`src/rtl/hub75_pkg.sv`:
```
// Shared definitions for the HUB75 BCM scan driver.
//   state_t      : shift/latch sequencer states
//   clog2        : ceiling log2 for parameter-derived widths
//   *_FIELD      : channel index inside a {blue,green,red} RAM word
//                  (multiply by COLOR_BITS for the LSB position)
package hub75_pkg;

  typedef enum logic [2:0] {
    SHIFT_ADDR,
    SHIFT_LO,
    SHIFT_HI,
    WAIT,
    BLANK,
    LATCH,
    UNBLANK
  } state_t;

  localparam int unsigned RED_FIELD   = 0;
  localparam int unsigned GREEN_FIELD = 1;
  localparam int unsigned BLUE_FIELD  = 2;

  function automatic int unsigned clog2(input int unsigned value);
    int unsigned r = 0;
    while ((64'd1 << r) < 64'(value)) r = r + 1;
    return r;
  endfunction

endpackage

```
`src/rtl/hub75_plane_timer.sv`:
```
// Per-plane display timer.
//   clk, rst_n : clock, asynchronous active-low reset
//   load       : start a new plane (load_val cycles long, on_ticks lit)
//   blank      : force the panel dark this cycle
//   load_val   : plane duration in clk cycles
//   on_ticks   : lit cycles at the start of the plane
//   oe_n       : registered output enable, low = LEDs on
//   done       : timer has reached zero (previous plane finished)
module hub75_plane_timer #(
  parameter int unsigned TW = 4
) (
  input  logic          clk,
  input  logic          rst_n,
  input  logic          load,
  input  logic          blank,
  input  logic [TW-1:0] load_val,
  input  logic [TW-1:0] on_ticks,
  output logic          oe_n,
  output logic          done
);

  logic [TW-1:0] timer;
  logic [TW-1:0] thresh;

  // oe_n is registered from the current timer value, so the panel goes
  // lit one cycle after the load cycle; this keeps OE_N high while the
  // (equally registered) LE pulse is on the pins.
  always_ff @(posedge clk or negedge rst_n) begin
    if (!rst_n) begin
      timer  <= '0;
      thresh <= '0;
      oe_n   <= 1'b1;
    end else begin
      if (load) begin
        timer  <= load_val;
        thresh <= load_val - on_ticks;
      end else if (timer != '0) begin
        timer <= timer - 1'b1;
      end
      oe_n <= blank || !(timer > thresh);
    end
  end

  assign done = (timer == '0);

endmodule

```
`src/rtl/hub75_bcm_driver.sv`:
```
// HUB75 panel scan driver with binary-coded modulation.
// Shifts bit plane p of a row pair out of a synchronous frame RAM while the
// previously latched plane is displayed for BASE_TICKS<<p cycles, dimmed by
// a global brightness applied to the OE_N duty.
//   clk, rst            : clock, asynchronous active-low reset
//   RED/GREEN/BLUE      : [0] upper-half bit, [1] lower-half bit
//   A, LE, OE_N, CLK    : panel row address, latch, output enable, shift clock
//   selected_buffer     : requested front buffer (taken at frame start)
//   actual_buffer       : buffer being scanned
//   rd_addr             : {actual_buffer,row,col} to the frame RAM
//   rd_data_hi/_lo      : {blue,green,red} pixel words, 1 clk after rd_addr
//   brightness          : global dim, taken at frame start
//   frame_start         : 1-clk pulse when row 0 plane 0 is latched
// All panel pins are registered and trail the sequencer state by one cycle.
module hub75_bcm_driver
  import hub75_pkg::*;
#(
  parameter int unsigned COLS       = 64,
  parameter int unsigned SCAN_ROWS  = 16,
  parameter int unsigned COLOR_BITS = 8,
  parameter int unsigned BASE_TICKS = 16,
  localparam int unsigned ROW_W     = clog2(SCAN_ROWS),
  localparam int unsigned COL_W     = clog2(COLS)
) (
  input  logic                      clk,
  input  logic                      rst,
  output logic [1:0]                RED,
  output logic [1:0]                GREEN,
  output logic [1:0]                BLUE,
  output logic [ROW_W-1:0]          A,
  output logic                      LE,
  output logic                      OE_N,
  output logic                      CLK,
  input  logic                      selected_buffer,
  output logic                      actual_buffer,
  output logic [ROW_W+COL_W:0]      rd_addr,
  input  logic [3*COLOR_BITS-1:0]   rd_data_hi,
  input  logic [3*COLOR_BITS-1:0]   rd_data_lo,
  input  logic [7:0]                brightness,
  output logic                      frame_start
);

  localparam int unsigned PLANE_W = (COLOR_BITS > 1) ? clog2(COLOR_BITS) : 1;
  localparam int unsigned TW      = clog2(BASE_TICKS << (COLOR_BITS - 1)) + 1;

  state_t               state, state_next;
  logic [COL_W-1:0]     col;
  logic [ROW_W-1:0]     row;
  logic [PLANE_W-1:0]   plane;
  logic [7:0]           brightness_q;
  logic                 frame_edge;
  logic [7:0]           bright_eff;
  logic [TW-1:0]        load_val;
  logic [TW-1:0]        on_ticks;
  logic [TW+7:0]        product;
  logic                 timer_done;
  logic [COLOR_BITS-1:0] hi_r, hi_g, hi_b, lo_r, lo_g, lo_b;

  assign hi_r = rd_data_hi[RED_FIELD*COLOR_BITS   +: COLOR_BITS];
  assign hi_g = rd_data_hi[GREEN_FIELD*COLOR_BITS +: COLOR_BITS];
  assign hi_b = rd_data_hi[BLUE_FIELD*COLOR_BITS  +: COLOR_BITS];
  assign lo_r = rd_data_lo[RED_FIELD*COLOR_BITS   +: COLOR_BITS];
  assign lo_g = rd_data_lo[GREEN_FIELD*COLOR_BITS +: COLOR_BITS];
  assign lo_b = rd_data_lo[BLUE_FIELD*COLOR_BITS  +: COLOR_BITS];

  assign rd_addr    = {actual_buffer, row, col};
  assign frame_edge = (row == '0) && (plane == '0);
  // The frame-start latch already uses the newly sampled brightness.
  assign bright_eff = frame_edge ? brightness : brightness_q;
  assign load_val   = TW'(BASE_TICKS) << plane;
  assign product    = {8'd0, load_val} * {{TW{1'b0}}, bright_eff};
  assign on_ticks   = product[TW+7:8];

  always_ff @(posedge clk or negedge rst) begin
    if (!rst) state <= SHIFT_ADDR;
    else      state <= state_next;
  end

  always_comb begin
    state_next = state;
    case (state)
      SHIFT_ADDR: state_next = SHIFT_LO;
      SHIFT_LO:   state_next = SHIFT_HI;
      // col has already stepped past the last column (wrapped to 0) here.
      SHIFT_HI:   state_next = (col == '0) ? WAIT : SHIFT_LO;
      WAIT:       state_next = timer_done ? BLANK : WAIT;
      BLANK:      state_next = LATCH;
      LATCH:      state_next = UNBLANK;
      UNBLANK:    state_next = SHIFT_ADDR;
      default:    state_next = SHIFT_ADDR;
    endcase
  end

  always_ff @(posedge clk or negedge rst) begin
    if (!rst) begin
      RED           <= '0;
      GREEN         <= '0;
      BLUE          <= '0;
      A             <= '0;
      LE            <= 1'b0;
      CLK           <= 1'b0;
      actual_buffer <= 1'b0;
      frame_start   <= 1'b0;
      brightness_q  <= '0;
      col           <= '0;
      row           <= '0;
      plane         <= '0;
    end else begin
      CLK         <= (state == SHIFT_HI);
      LE          <= (state == LATCH);
      frame_start <= (state == LATCH) && frame_edge;
      case (state)
        SHIFT_LO: begin
          RED   <= {lo_r[plane], hi_r[plane]};
          GREEN <= {lo_g[plane], hi_g[plane]};
          BLUE  <= {lo_b[plane], hi_b[plane]};
          col   <= col + 1'b1;
        end
        LATCH: begin
          A <= row;
          if (frame_edge) begin
            actual_buffer <= selected_buffer;
            brightness_q  <= brightness;
          end
        end
        UNBLANK: begin
          if (plane == PLANE_W'(COLOR_BITS - 1)) begin
            plane <= '0;
            row   <= (row == ROW_W'(SCAN_ROWS - 1)) ? '0 : row + 1'b1;
          end else begin
            plane <= plane + 1'b1;
          end
        end
        default: ;
      endcase
    end
  end

  hub75_plane_timer #(
    .TW (TW)
  ) u_timer (
    .clk      (clk),
    .rst_n    (rst),
    .load     (state == LATCH),
    .blank    ((state == BLANK) || (state == LATCH)),
    .load_val (load_val),
    .on_ticks (on_ticks),
    .oe_n     (OE_N),
    .done     (timer_done)
  );

endmodule

```
`config.mk`:
```
export PLATFORM = sky130hd
export DESIGN_NAME = hub75_bcm_driver
export DESIGN_NICKNAME = d
export VERILOG_FILES = /design/src/rtl/hub75_pkg.sv /design/src/rtl/hub75_plane_timer.sv /design/src/rtl/hub75_bcm_driver.sv
export SDC_FILE = /design/constraint.sdc
export NUM_CORES = 1
export LEC_CHECK = 0
export ABC_CLOCK_PERIOD_IN_PS = 7510
export CAP_MARGIN = 20
export CORE_MARGIN = 2
export CORE_UTILIZATION = 65
export CTS_CLUSTER_DIAMETER = 100
export DETAILED_ROUTE_END_ITERATION = 16
export DONT_BUFFER_PORTS = 1
export PLACE_DENSITY = 0.85
export SLEW_MARGIN = 20
export SYNTH_ARGS = -nofsm -noshare
export SYNTH_HDL_FRONTEND = slang
export SYNTH_HIERARCHICAL = 1
export SYNTH_SLANG_ARGS = --single-unit
```
`constraint.sdc`:
```
create_clock -name clk -period 7.51 [get_ports clk]
set_clock_uncertainty 0.05 [all_clocks]
set_input_delay 1.502 -clock clk [delete_from_list [all_inputs] [get_ports clk]]
set_output_delay 1.502 -clock clk [all_outputs]
set_load 0.01 [all_outputs]
```
==> summary.md <==
| Metric | Value |
|---|---|
| Clock period minus worst slack | 7.00 ns |
| Via density | 5.96 |
| WL final | 15.0 mm |
| Clock power share | 45.0% |
| Worst reg2reg path depth | 26 |
| P_sw | 0.192 mW |
| Worst reg-to-reg setup slack | 0.51 ns |
| CTS Hold Buffers Added | 0 |
| Detailed Place HPWL | 11.8 mm |
| Die area | 0.0105 mm2 |
| Starting DRT DRC Count | 315 |
| Routability-driven placement congestion ratio | 0.882 |
| Slew @ Worst Pin | 0.688 ns |
| Cell Area, Placed | 0.00647 mm2 |
| Netlist Area Pre-Place | 0.00632 mm2 |
| Number of flops mapped to enable cells by yosys | 0 |
| Pleak | 3.37 nW |
| Outcome | complete, no violations |
| RSZ-0062 raised after global routing | false |
| Vias in the first global route | 4877 |
| Post-Syn Instances | 685 |
| Commonest non-fill, non-tap cell in the layout | inv_1 |
| Switching share of power | 25.3% |
| DR WL/cell | 18.1 um |
| Hold path start | u_timer/thresh[10] |
| Post-CTS Setup Inserts | 0 |
| CTS Buf Count | 9 |
| GRT Util Overall | 29.1% |
| Overflow after GRT | 0 |
| Setup crit end kind | flop |
| DR vias | 4933 |
| Worst r2r src | plane[0] |
| Final hold vios | 0 |
| Commonest non-fill, non-tap cells in the layout | inv_1, ha_1, nand2_1 |
| Buf/Inv on CP | 6 |
| First-pass GRT wire length | 23.5 mm |
| # DRC | 0 |
| FILL cells | 676 |
| Delay-heaviest family, CP | adder cells |
| Endpoint, Worst Hold | u_timer/thresh[10] |
| Clock Tree Root | clkbuf_8 |
| Syn avg cell area | 9.23 um2 |
| Crit path arrival time | 7.24 ns |
| Worst path max stage delay | 0.57 ns |
| Initial Utilization | 67.8% |
| Clock latency on the worst-skew pair | 0.36 ns |
| CTS Buffer Depth | 2 |
| Nets | 857 |
| Hold depth | 2 |
| WS Path Type | reg -> reg |
| CTS tree | done |
| Register area share after synthesis | 25.0% |
| CTS resizes | 0 |
| Cell Rows | 35 |
| Post-synthesis async set-or-reset flop share | 100% |
| Most used DFF post-synth | dfrtp_1 |
| Critical path data required time | 7.75 ns |
| Slew margin rel. | 54.1% |
| Internal power | 0.568 mW |
| TritonRoute pass-1 iters | 5 |
| Core area | 0.00933 mm2 |
| Setup crit start kind | flop |
| Flop pwr share | 47.0% |
| Yosys Warn Count | 6 |
| CP max stage cell | fa_1 |
| H-Tree Depth | 3 |
| Final setup vio count | 0 |
| Combinational power share | 8.0% |
| Number of diodes | 0 |
| FF-to-FF End | u_timer/thresh[11] |
| Largest net degree at the start of global routing | 64 |
| Share of layout cells above drive strength 1 | 9.89% |
| Clock sink count | 63 |
| Die Wd | 103 um |
| Initial antenna violation count | 0 |
| Area Overhead vs Synth | 6.00% |
| Crit share post-route | 93.3% |
| Routed Antenna Nets | 0 |
| Synthesis-stage register bit count | 63 |
| Max Cap Viol | 0 |
| VDD IR max | 0.0754 mV |
| Worst-path fanout max | 11 |
| Slew Viols, Final | 0 |
| DIE HEIGHT | 103 um |
| Cell area after layout | 0.00670 mm2 |
| Count of cell types in the netlist | 69 |
| Fmax | 0.143 GHz |
| Fin Setup TNS | 0 ns |
| Min-delay worst type | reg -> reg |
| Pwr per Cell Area | 113 mW/mm2 |
| # port buffers | 0 |
| Top Ports | 85 |
| Clock slew seen by the registers of the worst setup and hold paths | 0.08 ns |
per-stage QoR:
step / worst slack [ns] / utilization (%) / power [mW] / std cells / hold slack, ns
floorplan: 0.715 / - / 0.410 / 692 / 0.399
global placement: 0.671 / 69.4 / 0.419 / 811 / 0.415
detailed placement: 0.449 / 69.4 / 0.424 / 811 / 0.416
CTS: 0.544 / 71.8 / 0.762 / 827 / 0.434
global route: 0.161 / 71.8 / 0.789 / 827 / 0.468
finish: 0.505 / 71.8 / 0.760 / 827 / 0.438
metal layers:
layer	vias to the layer above	wire, um	share of wire [%]	global-route usage [%]
li1	2332	-	-	-
met1	2384	6050	40	36.7
met2	177	7730	52	50.7
met3	40	772	5.2	5.08
met4	0	408	2.7	9.85
met5	-	0	0	0
worst max path at each step:
stage | startpoint | endpoint | slack, ns | cells past startpoint
after CTS | plane[0] | u_timer/thresh[10] | 0.54 | 27
after global placement | brightness[4] | u_timer/thresh[10] | 0.67 | 21
after global routing | plane[0] | u_timer/thresh[10] | 0.16 | 28
final | plane[0] | u_timer/thresh[11] | 0.51 | 26
after floorplan | plane[0] | u_timer/thresh[10] | 0.71 | 30
after detailed placement | brightness[4] | u_timer/thresh[10] | 0.45 | 21
final cells by class:
type / instances / area, um2 / share of cell area (%)
clock inverters: 7 / 103 / 1.53
inverters: 102 / 390 / 5.83
clock buffers: 9 / 124 / 1.85
flip-flops and latches: 63 / 1580 / 23.5
repair buffers: 6 / 45.0 / 0.672
well taps: 129 / 161 / 2.41
multi-input cells: 511 / 4300 / 64.2
flip-flops by register name (all words and copies together) (netlist names), 3 cells and up:
signal / flops
plane: 3
col: 6
brightness_q: 8
A: 4
state: 3
u_timer/timer: 12
row: 4
u_timer/thresh: 12
cell usage after synthesis, types with 3 or more instances:
library cell	n	area (um2)
inv_1	100	375
o31ai_1	5	37.5
mux2i_2	4	55.1
mux4_2	12	270
o211ai_1	4	30.0
buf_4	3	22.5
mux2_2	13	146
and2_1	7	43.8
xnor2_1	17	149
and3_1	7	43.8
nand3_1	13	65.1
mux2i_1	10	100
nand4_1	7	43.8
a21o_1	6	45.0
nor3_1	11	55.1
clkbuf_1	9	33.8
nor2_1	61	229
a21oi_1	26	130
buf_2	3	15.0
o21ai_0	25	125
ha_1	68	851
nand2_1	66	248
o2111ai_1	5	43.8
o21a_1	5	37.5
o21ai_1	6	30.0
nand2b_1	12	75.1
xor2_1	10	87.6
nor2b_1	11	68.8
a211oi_1	7	52.6
fa_1	37	741
a31oi_1	9	56.3
dfrtp_1	62	1550
worst min-delay path, delay by kind of cell, from the launching register on:
| kind | cells | cell delay, ns |
|---|---|---|
| flip-flops | 1 | 0.35 |
| AO/OA/AOI/OAI | 1 | 0.05 |
| AND/OR/NAND/NOR | 1 | 0.05 |
power groups by stage:
stage                     Clock (mW)  Sequential [mW]  Combinational [mW]
after detailed placement           0            0.364              0.0599
after floorplan                    0            0.361              0.0481
final                          0.342            0.357              0.0608
after global routing           0.363            0.359              0.0673
after CTS                      0.345            0.357              0.0603
after global placement             0            0.363              0.0559
logic make-up after synthesis:
kind of cell	Yosys count	synth area share [%]
AND/OR/NAND/NOR	216	17.3
buffers and inverters	118	7.48
AO/OA/AOI/OAI	114	11.9
adder cells (fa/ha/maj)	105	25.2
flip-flops	63	25.0
multiplexers	41	9.40
XOR/XNOR	27	3.74
other	1	0.0593
Note: power is estimated with default switching activity, not from simulation.
